File: src/rtl/pc_sequencer.sv
`default_nettype none
// ============================================================================
//  Module      : pc_sequencer
//  Description : Program-counter controller. Owns the PC register and picks
//                the next PC each cycle: sequential +1, absolute branch/call
//                through the branch-target LUT, PC-relative branch, return
//                from a small hardware return stack, stall hold, or halt.
//  Revision    : 1.0 - initial release
// ----------------------------------------------------------------------------
//  Ports
//    clk           in   1    clock, all state updates on rising edge
//    rst_n         in   1    asynchronous active-low reset
//    i_start       in   1    begin program from PC 0 (IDLE/HALT only)
//    i_stall       in   1    hold PC and all state this cycle
//    i_halt_req    in   1    decoded halt instruction at current PC
//    i_br_en       in   1    branch taken
//    i_br_rel      in   1    0: absolute (lut target), 1: PC + lut target
//    i_call        in   1    push PC+1, jump to lut target
//    i_ret         in   1    pop return stack into PC
//    i_br_idx      in   LA   LUT index from instruction field
//    o_lut_addr    out  LA   LUT address (= i_br_idx, combinational)
//    i_lut_target  in   D    LUT target, same cycle
//    o_pc          out  D    current PC
//    o_running     out  1    1 in RUN state
//    o_done        out  1    1 in HALT state
//    o_rs_ovf      out  1    sticky: call with return stack full
//    o_rs_unf      out  1    sticky: ret with return stack empty
// ============================================================================
module pc_sequencer #(
  parameter int D        = 10,
  parameter int LA       = 4,
  parameter int RS_DEPTH = 4
) (
  input  logic          clk,
  input  logic          rst_n,
  input  logic          i_start,
  input  logic          i_stall,
  input  logic          i_halt_req,
  input  logic          i_br_en,
  input  logic          i_br_rel,
  input  logic          i_call,
  input  logic          i_ret,
  input  logic [LA-1:0] i_br_idx,
  output logic [LA-1:0] o_lut_addr,
  input  logic [D-1:0]  i_lut_target,
  output logic [D-1:0]  o_pc,
  output logic          o_running,
  output logic          o_done,
  output logic          o_rs_ovf,
  output logic          o_rs_unf
);

  localparam int SP_W  = $clog2(RS_DEPTH);
  localparam int CNT_W = SP_W + 1;

  localparam logic [1:0] S_IDLE = 2'd0;
  localparam logic [1:0] S_RUN  = 2'd1;
  localparam logic [1:0] S_HALT = 2'd2;

  logic [1:0]       r_state;
  logic [1:0]       w_state_nxt;
  logic [D-1:0]     r_pc;
  logic [D-1:0]     w_pc_nxt;
  logic [D-1:0]     w_pc_inc;
  logic [CNT_W-1:0] r_count;
  logic [D-1:0]     r_stack [RS_DEPTH];
  logic             r_rs_ovf;
  logic             r_rs_unf;

  logic             w_start_acc;
  logic             w_run_act;
  logic             w_full;
  logic             w_empty;
  logic [SP_W-1:0]  w_top_idx;
  logic [SP_W-1:0]  w_push_idx;
  logic [CNT_W-1:0] w_count_dec;
  logic             w_push;
  logic             w_pop;
  logic             w_set_ovf;
  logic             w_set_unf;

  // start is only honoured outside RUN; in RUN it is ignored entirely.
  assign w_start_acc = i_start && (r_state != S_RUN);
  assign w_run_act   = (r_state == S_RUN) && !i_stall;
  assign w_pc_inc    = r_pc + D'(1);
  assign w_full      = (r_count == CNT_W'(RS_DEPTH));
  assign w_empty     = (r_count == '0);
  assign w_count_dec = r_count - CNT_W'(1);
  assign w_top_idx   = w_count_dec[SP_W-1:0];
  assign w_push_idx  = r_count[SP_W-1:0];

  assign o_lut_addr  = i_br_idx;
  assign o_pc        = r_pc;
  assign o_rs_ovf    = r_rs_ovf;
  assign o_rs_unf    = r_rs_unf;

  // --------------------------------------------------------------------------
  // FSM: state register
  // --------------------------------------------------------------------------
  always_ff @(posedge clk or negedge rst_n) begin
    if (!rst_n) begin
      r_state <= S_IDLE;
    end else begin
      r_state <= w_state_nxt;
    end
  end

  // --------------------------------------------------------------------------
  // FSM: next-state logic
  // --------------------------------------------------------------------------
  always_comb begin
    w_state_nxt = r_state;
    case (r_state)
      S_IDLE: if (i_start) w_state_nxt = S_RUN;
      S_RUN:  if (i_halt_req && !i_stall) w_state_nxt = S_HALT;
      S_HALT: if (i_start) w_state_nxt = S_RUN;
      default: w_state_nxt = S_IDLE;
    endcase
  end

  // --------------------------------------------------------------------------
  // FSM: outputs
  // --------------------------------------------------------------------------
  always_comb begin
    o_running = 1'b0;
    o_done    = 1'b0;
    case (r_state)
      S_RUN:  o_running = 1'b1;
      S_HALT: o_done    = 1'b1;
      default: ;
    endcase
  end

  // --------------------------------------------------------------------------
  // Next-PC selection, one decision per RUN cycle in priority order:
  // stall > halt > ret > call > branch > sequential.
  // --------------------------------------------------------------------------
  always_comb begin
    w_pc_nxt  = r_pc;
    w_push    = 1'b0;
    w_pop     = 1'b0;
    w_set_ovf = 1'b0;
    w_set_unf = 1'b0;
    if (w_run_act) begin
      if (i_halt_req) begin
        w_pc_nxt = r_pc;
      end else if (i_ret) begin
        if (!w_empty) begin
          w_pc_nxt = r_stack[w_top_idx];
          w_pop    = 1'b1;
        end else begin
          // Underflow: behave as a plain sequential step and flag it.
          w_pc_nxt  = w_pc_inc;
          w_set_unf = 1'b1;
        end
      end else if (i_call) begin
        // The jump is taken even when the push has to be dropped.
        w_pc_nxt = i_lut_target;
        if (!w_full) begin
          w_push = 1'b1;
        end else begin
          w_set_ovf = 1'b1;
        end
      end else if (i_br_en) begin
        // Relative offset is two's complement; D-bit truncation gives the wrap.
        w_pc_nxt = i_br_rel ? (r_pc + i_lut_target) : i_lut_target;
      end else begin
        w_pc_nxt = w_pc_inc;
      end
    end
  end

  // --------------------------------------------------------------------------
  // PC, stack pointer and sticky flags
  // --------------------------------------------------------------------------
  always_ff @(posedge clk or negedge rst_n) begin
    if (!rst_n) begin
      r_pc     <= '0;
      r_count  <= '0;
      r_rs_ovf <= 1'b0;
      r_rs_unf <= 1'b0;
    end else if (w_start_acc) begin
      r_pc     <= '0;
      r_count  <= '0;
      r_rs_ovf <= 1'b0;
      r_rs_unf <= 1'b0;
    end else begin
      r_pc <= w_pc_nxt;
      if (w_push) begin
        r_count <= r_count + CNT_W'(1);
      end else if (w_pop) begin
        r_count <= w_count_dec;
      end
      if (w_set_ovf) r_rs_ovf <= 1'b1;
      if (w_set_unf) r_rs_unf <= 1'b1;
    end
  end

  // Stack storage needs no reset: entries above the count are never read.
  always_ff @(posedge clk) begin
    if (w_push) begin
      r_stack[w_push_idx] <= w_pc_inc;
    end
  end

endmodule
`default_nettype wire

File: config.mk
export PLATFORM = sky130hd
export DESIGN_NAME = pc_sequencer
export DESIGN_NICKNAME = d
export VERILOG_FILES = /design/src/rtl/pc_sequencer.sv
export SDC_FILE = /design/constraint.sdc
export NUM_CORES = 1
export LEC_CHECK = 0
export ABC_AREA = 1
export ABC_CLOCK_PERIOD_IN_PS = 3000
export CORE_MARGIN = 5
export CORE_UTILIZATION = 31
export DETAILED_ROUTE_END_ITERATION = 7
export SLEW_MARGIN = 20
export SYNTH_ARGS = -nofsm -noshare
export SYNTH_HDL_FRONTEND = slang
export SYNTH_SLANG_ARGS = --single-unit
File: constraint.sdc
create_clock -name clk -period 3 [get_ports clk]
set_input_delay 0.75 -clock clk [delete_from_list [all_inputs] [get_ports clk]]
set_output_delay 0.75 -clock clk [all_outputs]
set_load 0.03 [all_outputs]
==> metrics.txt, run 1 <==
internal power 2420 uW; Least-Margin Pin Slew 0.884 ns; Lkg Pwr 0.00185 uW; Worst setup SP type input port; CTS tree done; sw frac 41.0%; sw power 1680 uW; status completed; Nets 506; max-cap viol count 0; post-synth top area share 34.0%; WP data arrival 2.73 ns; vias in the first global route 3089; Mapped Area 0.00353 sq mm; initial core utilization 31.3%; core area 0.0113 sq mm; post-layout util 38.4%; setup violators final 0; IO buf count 32; share of layout cells above drive strength 1 9.77%; htree depth 3; Post-CTS Setup Bufs 0; final instance area 0.00433 sq mm; clock-pin slew on the worst setup and hold paths 0.05 ns; Post-Syn Instances 427; Residual DRC 0; RePlAce Congestion 0.859; PostCTS Resize Cnt 0; Power per Cell Area 946 mW/mm^2; Final Max Tran Viols 0; worst skew pair latency 0.32 ns; clk buf depth 2; Hold Startpoint o_rs_unf$_DFFE_PN0P_; die area 0.0136 sq mm; slew margin rel. 40.8%; Crit. Startpoint i_lut_target[0]; WS Path Type in2reg; Congestion Overflow GR 0; Clock Skews 0.00580 ns; maximum resistive drop on vdd 0.748 mV; crit share post-route 84.2%; logic gate share of total power 44.9%; die width 117 um; first-pass GRT wire length 15400 um; count of cell types in the netlist 43; DR pass1 iterations 6; Placed Instances 598; DR vias 3029; CTS buffer count 9; CP required 3.21 ns; ant diodes 0; setup TNS 0 ns; Filler Cell Count 1129; via/cell ratio 4.93; Ports 41; Max FO, Critical Path 4; hold_buf cts 0; post-route ant nets 0; cell taking the most area after synthesis edfxtp_1; R2R Path Start o_pc[0]$_DFFE_PN0P_; number of synthesized register bits 57; die height 117 um; final hold slack 0.493 ns; average size of a mapped cell 8.27 sq um; clk root buf clkbuf_16; Sequential Power Share 29.0%; worst min-delay path class reg2reg; Setup crit end kind register; Sequential Area 0.00163 sq mm; sequential area share after synthesis 46.1%; Iter 0 DRT Violations 142; WL/cell 15.1 um; Hold Fails Final Rpt 0; drt total wl 9250 um; Final min period 2.53 ns; Non-Filler Instances 614; area of the multi-input gates 0.00159 sq mm; dpl cell area 0.00401 sq mm; row count 39; ranking of synthesized cells by area edfxtp_1, dfrtp_1, nand2_1; warnings from Yosys 0; hpwl dp 6890 um; Synth-to-Final Area Change 22.6%; Peak Freq 396 MHz; all-layer global routing usage 14.7%; largest net degree at the start of global routing 24; clock power share 26.1%; clock sinks 57; Post-Syn Nets 467; initial antenna violation count 0; RSZ-0062 raised after global routing false
## through the flow
| step | setup slack, ns | total power, uW |
|---|---|---|
| 6_report | 0.473 | 4090 |
| 5_1_grt | 0.220 | 4420 |
| 4_1_cts | 0.485 | 4130 |
| 3_5_place_dp | 0.166 | 3050 |
| 3_3_place_gp | 0.217 | 3010 |
| 2_1_floorplan | 0.734 | 2440 |
## metal layers
layer	up-vias	track usage, %	share of wire (%)
li1	1514	-	-
met3	10	3.94	5.5
met2	70	24.6	48
met1	1435	18.8	45
met5	-	0	0
met4	0	3.75	1.2
## worst max-delay path, cell delays in order
cell and delay (ns):
clkdlybuf4s50_1 0.49, ha_1 0.20, inv_1 0.07, fa_1 0.39, inv_1 0.09, nand3_1 0.07, nand2_1 0.13, nand2_1 0.10
nand2_1 0.07, nand2_1 0.04, nand3_1 0.06, nand2_1 0.07, nand2_1 0.06, nand2_1 0.05, nand3_1 0.06, nand2_1 0.05
## cell type report
cell class | count | area share, %
clock inverters | 4 | 1.56
inverters | 56 | 4.86
clock buffers | 12 | 5.70
flip-flops and latches | 57 | 37.6
multi-input cells | 299 | 36.8
repair buffers | 43 | 9.31
well taps | 143 | 4.14
## flip-flops by register name, indices dropped and copies added (netlist names)
register and cells:
r_count 3, o_pc 10, o_rs_ovf 1, r_stack 40, r_state 2, o_rs_unf 1
## final timing paths
check                                               to  slack [ns]  cells after the start
worst max-delay path               o_pc[6]$_DFFE_PN0P_        0.47                     16
worst max register to register     o_pc[6]$_DFFE_PN0P_        0.78                     15
min in group asynchronous       r_count[0]$_DFFE_PN0P_        0.93                      1
worst min-delay path              o_rs_unf$_DFFE_PN0P_        0.49                      2
worst min register to register    o_rs_unf$_DFFE_PN0P_        0.49                      2
max in group asynchronous          o_pc[7]$_DFFE_PN0P_        1.52                      1
## logic make-up (layout without fill, tap and decap cells)
| kind of cell | after synthesis | count (layout) | share of synthesized area, % |
|---|---|---|---|
| buffers and inverters | 71 | 115 | 8.76 |
| XOR/XNOR | 4 | 4 | 0.993 |
| flip-flops | 57 | 57 | 46.1 |
| adder cells (fa/ha/maj) | 17 | 17 | 6.24 |
| AO/OA/AOI/OAI | 90 | 90 | 14.5 |
| AND/OR/NAND/NOR | 188 | 188 | 23.4 |
## layout by cell type (no fill, tap or decap), drive strengths merged, types with 4 or more instances in the layout
cell           netlist  routed
nand4                4       4
edfxtp              40      40
nand2              113     113
dfrtp               17      17
buf                 10      11
o21ai               35      35
o221ai               5       5
clkbuf               5      12
ha                  16      16
nor2                34      34
a21oi               37      37
inv                 55      55
nand3               26      26
nor3                 6       6
clkdlybuf4s50        0      32
## power groups by stage
| stage | clock network, uW | registers (uW) | logic (uW) |
|---|---|---|---|
| global route | 1120 | 1210 | 2080 |
| finish | 1070 | 1190 | 1840 |
| detailed placement | 0 | 1200 | 1840 |
| global placement | 0 | 1200 | 1810 |
| floorplan | 0 | 1280 | 1160 |
| CTS | 1090 | 1190 | 1850 |
## Yosys cell counts
library cell / number
clkbuf_2: 1
edfxtp_1: 40
clkbuf_8: 1
nor3_4: 1
nor2_2: 1
fa_1: 1
a22oi_1: 2
nor3_1: 2
xnor2_1: 3
nor3_2: 3
ha_1: 16
xor2_1: 1
nand4_1: 4
o2111ai_1: 1
o211ai_1: 1
a21boi_0: 1
a32oi_1: 1
inv_1: 49
a21oi_1: 36
nor2_4: 1
or2_2: 2
nand2_2: 5
nand3_1: 25
o221ai_1: 5
inv_2: 6
o21ai_1: 2
nor2_1: 32
a21oi_2: 1
o211ai_2: 1
nand3b_1: 3
clkinv_1: 1
buf_2: 4
a211oi_1: 2
o22ai_1: 3
o21ai_0: 32
clkbuf_4: 1
o31ai_1: 1
buf_4: 6
nand3_2: 1
o21ai_2: 1
nand2_1: 108
dfrtp_1: 17
clkbuf_1: 2
Note: power is estimated with default switching activity, not from simulation.
==> run 2: changes to the inputs <==
Settings changed: ABC_CLOCK_PERIOD_IN_PS 3000 to 2600.
Clock period 3 ns to 2.6 ns, I/O delays scaled along.
==> metrics.txt, run 2 (synthesis results as in run 1) <==
status completed; initial antenna violation count 0; CTS buffer count 9; Clock Skews 0.00646 ns; ant diodes 0; max-cap viol count 0; WP data arrival 2.55 ns; total chip power 4530 uW; Lkg Pwr 0.00187 uW; Filler Cell Count 1129; Setup crit end kind register; RSZ-0062 raised after global routing false; share of layout cells above drive strength 1 11.7%; Ports 41; area of the multi-input gates 0.00159 sq mm; clock-pin slew on the worst setup and hold paths 0.05 ns; WS Path Type in2reg; die height 117 um; Crit. Startpoint i_lut_target[0]; Peak Freq 427 MHz; hpwl dp 6930 um; met3 Use GR 2.90%; CP required 2.81 ns; GRT busiest layer met2; post-route ant nets 0; Hold Fails Final Rpt 0; post-layout util 38.5%; Final Max Tran Viols 0; Synth-to-Final Area Change 22.8%; WL/cell 14.7 um; clk root buf clkbuf_16; R2R depth 11; R2R Path End o_pc[7]$_DFFE_PN0P_; via/cell ratio 4.87; worst min-delay path class reg2reg; largest net degree at the start of global routing 24; PostCTS Resize Cnt 0; row count 39; hold_buf cts 0; max reg flops 40; Residual DRC 0; Placed Instances 606; CP max stage cell clkdlybuf4s50_1; CP max stage delay 0.49 ns; commonest non-fill, non-tap cell in the layout nand2_1; Congestion Overflow GR 0; clock sinks 57; Sequential Area 0.00163 sq mm; CTS tree done; Hold Startpoint o_rs_unf$_DFFE_PN0P_; crit share post-route 90.0%; DR vias 3031; clk buf depth 2; vias in the first global route 3069; IO buf count 32; DR pass1 iterations 5; setup violators final 0; Nets 514; slew margin rel. 70.5%; Worst Hold Depth 2; critical path, cell by cell clkdlybuf4s50_1 -> ha_1 -> inv_1 -> fa_1 -> inv_1 -> nand3_1 -> nand2_1 -> nand2_1 -> nand3_1 -> nand3_1 -> nand2_1 -> nand2_1 -> nand2_1 -> nand2_1 -> nand2_1 -> nand2_1; M1 GR Usage 18.9%; RePlAce Congestion 0.820; Post-CTS Setup Bufs 0; most frequent cells in the layout nand2_1, inv_1, edfxtp_1; htree depth 3; Non-Filler Instances 622; Max FO, Critical Path 4; core area 0.0113 sq mm; grt met2 use 23.2%; hold path endpoint o_rs_unf$_DFFE_PN0P_; all-layer global routing usage 14.2%; drt total wl 9120 um; R2R Path Start o_pc[4]$_DFFE_PN0P_; die width 117 um; reg-to-reg slack, setup 0.59 ns; die area 0.0136 sq mm; Worst setup SP type input port; initial core utilization 31.3%; worst skew pair latency 0.32 ns; maximum resistive drop on vdd 0.770 mV; first-pass GRT wire length 15100 um; Power per Cell Area 1040 mW/mm^2; Least-Margin Pin Slew 0.441 ns; Iter 0 DRT Violations 155; Final min period 2.34 ns; Worst path most repeated cell nand2_1; Top reg by flops r_stack
run 2: cell count changes in the layout (fill, tap and decap cells not counted):
| cell | before | now |
|---|---|---|
| buf_4 | 11 | 19 |
| clkbuf_1 | 2 | 0 |
| clkinv_2 | 0 | 3 |
| clkinvlp_4 | 0 | 2 |
| clkbuf_8 | 1 | 0 |
| bufinv_16 | 2 | 0 |
run 2: layout make-up:
type | count | area share [%]
Tap cell | 143 | 4.13
Multi-Input combinational cell | 299 | 36.8
Clock inverter | 7 | 0.866
Clock buffer | 9 | 5.19
Inverter | 56 | 4.85
Timing Repair Buffer | 51 | 10.7
Sequential cell | 57 | 37.5
run 2: worst max-delay path by stage:
stage / endpoint / cells after the start
6_report: o_pc[8]$_DFFE_PN0P_ / 16
5_1_grt: o_pc[8]$_DFFE_PN0P_ / 17
4_1_cts: o_pc[8]$_DFFE_PN0P_ / 16
3_5_place_dp: o_pc[8]$_DFFE_PN0P_ / 16
3_3_place_gp: o_pc[8]$_DFFE_PN0P_ / 16
2_1_floorplan: r_stack[3][0]$_DFFE_PP_ / 7
run 2: per-layer routing:
layer	up-vias	wire length [um]
met5	-	0
met2	87	4260
li1	1534	-
met4	0	129
met1	1400	4230
met3	10	496
run 2: through the flow:
step | TNS [ns] | setup WS, ns | hold slack, ns | area [sq um]
global placement | -0.0752 | -0.0447 | 0.490 | 4070
finish | 0 | 0.259 | 0.496 | 4340
CTS | 0 | 0.266 | 0.508 | 4340
global route | 0 | 0.0260 | 0.539 | 4340
detailed placement | -0.123 | -0.0664 | 0.488 | 4070
floorplan | 0 | 0.334 | 0.354 | 3530
run 2: where the power goes:
part | internal [uW] | switching (uW)
registers | 1190 | 163
logic | 760 | 1390
clock network | 630 | 393
total | 2580 | 1950
run 2: worst max-delay path, delay by kind of cell:
| family | cells | cell delay, ns |
|---|---|---|
| adders and majority gates | 2 | 0.55 |
| and+or+nand+nor | 11 | 0.71 |
| buffers and inverters | 3 | 0.64 |
==> run 3: changes to the inputs <==
==> constraint.sdc (replaced) <==
create_clock -name clk -period 2.6 [get_ports clk]
set_input_delay 0.39 -clock clk [delete_from_list [all_inputs] [get_ports clk]]
set_output_delay 0.39 -clock clk [all_outputs]
set_load 0.03 [all_outputs]
==> metrics.txt, run 3 (synthesis results as in run 1) <==
status completed; RSZ-0062 raised after global routing false; post-route ant nets 0; area of the multi-input gates 0.00159 sq mm; Residual DRC 0; initial antenna violation count 0; vias in the first global route 3077; Power per Cell Area 1100 mW/mm^2; clock-pin slew on the worst setup and hold paths 0.05 ns; R2R Path Start r_count[1]$_DFFE_PN0P_; WP data arrival 2.35 ns; CTS tree done; most frequent cells in the layout nand2_1, inv_1, edfxtp_1; Peak Freq 466 MHz; CP required 2.81 ns; hold path endpoint o_rs_unf$_DFFE_PN0P_; clock sinks 57; Hold Fails Final Rpt 0; Least-Margin Pin Slew 0.838 ns; PostCTS Resize Cnt 0; Iter 0 DRT Violations 211; drt total wl 9100 um; via/cell ratio 4.99; hpwl dp 6830 um; worst min-delay path class reg2reg; commonest non-fill, non-tap cell in the layout nand2_1; WL/cell 14.8 um; IO buf count 32; largest net degree at the start of global routing 24; setup ws final 0.454 ns; Worst Hold Depth 2; all-layer global routing usage 14.5%; hold_buf cts 0; Congestion Overflow GR 0; die width 117 um; Final Max Tran Viols 0; first-pass GRT wire length 15300 um; setup TNS 0 ns; htree depth 3; max-cap viol count 0; WS Path Type in2reg; core area 0.0113 sq mm; Lkg Pwr 0.00186 uW; worst skew pair latency 0.32 ns; row count 39; reg-to-reg slack, setup 0.59 ns; setup violators final 0; Post-CTS Setup Bufs 0; Nets 507; Sequential Area 0.00163 sq mm; clk buf depth 2; clk root buf clkbuf_16; Non-Filler Instances 615; pre-CTS setup slack 0.131 ns; final hold slack 0.511 ns; Synth-to-Final Area Change 23.4%; slew margin rel. 44.0%; Max FO, Critical Path 4; Placed Instances 599; DR pass1 iterations 4; Clock Skews 0.00681 ns; initial core utilization 31.3%; share of layout cells above drive strength 1 10.2%; die height 117 um; Final min period 2.15 ns; die area 0.0136 sq mm; CTS buffer count 9; maximum resistive drop on vdd 0.728 mV; R2R Path End r_count[0]$_DFFE_PN0P_; Top reg by flops r_stack; Setup crit end kind register; ant diodes 0; crit share post-route 82.5%; Filler Cell Count 1116; R2R depth 8; Hold Startpoint o_rs_unf$_DFFE_PN0P_; RePlAce Congestion 0.868; Worst setup SP type input port; DR vias 3066; max reg flops 40; Ports 41
==> run 3: area by class of cell <==
class                           instances  area share, %
Clock inverter                          7           2.50
Clock buffer                            9           5.17
Timing Repair Buffer                   44           9.43
Sequential cell                        57           37.4
Inverter                               56           4.83
Tap cell                              143           4.11
Multi-Input combinational cell        299           36.6
==> run 3: critical path, stage by stage <==
cell and delay [ns]:
clkdlybuf4s50_1 0.49, ha_1 0.20, inv_1 0.07, fa_1 0.38
inv_1 0.08, nand3_1 0.07, nand2_1 0.13, nand2_1 0.08
nand2_1 0.06, nand2_1 0.04, nand3_1 0.06, nand2_1 0.06
nand2_1 0.06, nand2_1 0.05, nand3_1 0.06, nand2_1 0.05
==> run 3: how the worst max path moves through the flow <==
stage | start | end | slack, ns | cells past startpoint
floorplan | r_count[0]$_DFFE_PN0P_ | r_stack[3][0]$_DFFE_PP_ | 0.33 | 7
detailed placement | i_lut_target[0] | o_pc[6]$_DFFE_PN0P_ | 0.13 | 16
finish | i_lut_target[0] | o_pc[6]$_DFFE_PN0P_ | 0.45 | 16
global placement | i_lut_target[0] | o_pc[8]$_DFFE_PN0P_ | 0.17 | 16
CTS | i_lut_target[0] | o_pc[6]$_DFFE_PN0P_ | 0.46 | 16
global route | i_lut_target[0] | o_pc[6]$_DFFE_PN0P_ | 0.24 | 16
==> run 3: power by group <==
group,internal [uW],switching (uW),total [uW]
clock,924,394,1320
sequential,1190,161,1350
combinational,750,1390,2140
==> run 3: through the flow <==
| stage | util [%] | power (uW) | area (sq um) |
|---|---|---|---|
| floorplan | - | 2810 | 3530 |
| global placement | 35.7 | 3480 | 4020 |
| detailed placement | 35.7 | 3520 | 4020 |
| CTS | 38.6 | 4850 | 4350 |
| global route | 38.6 | 5190 | 4350 |
| finish | 38.6 | 4810 | 4350 |
==> run 3: layer usage <==
metal	vias up	global-route usage (%)	wire (um)
li1	1521	-	-
met4	0	3.90	102
met3	12	4.04	533
met2	73	23.2	4260
met1	1460	19.3	4200
met5	-	0	0
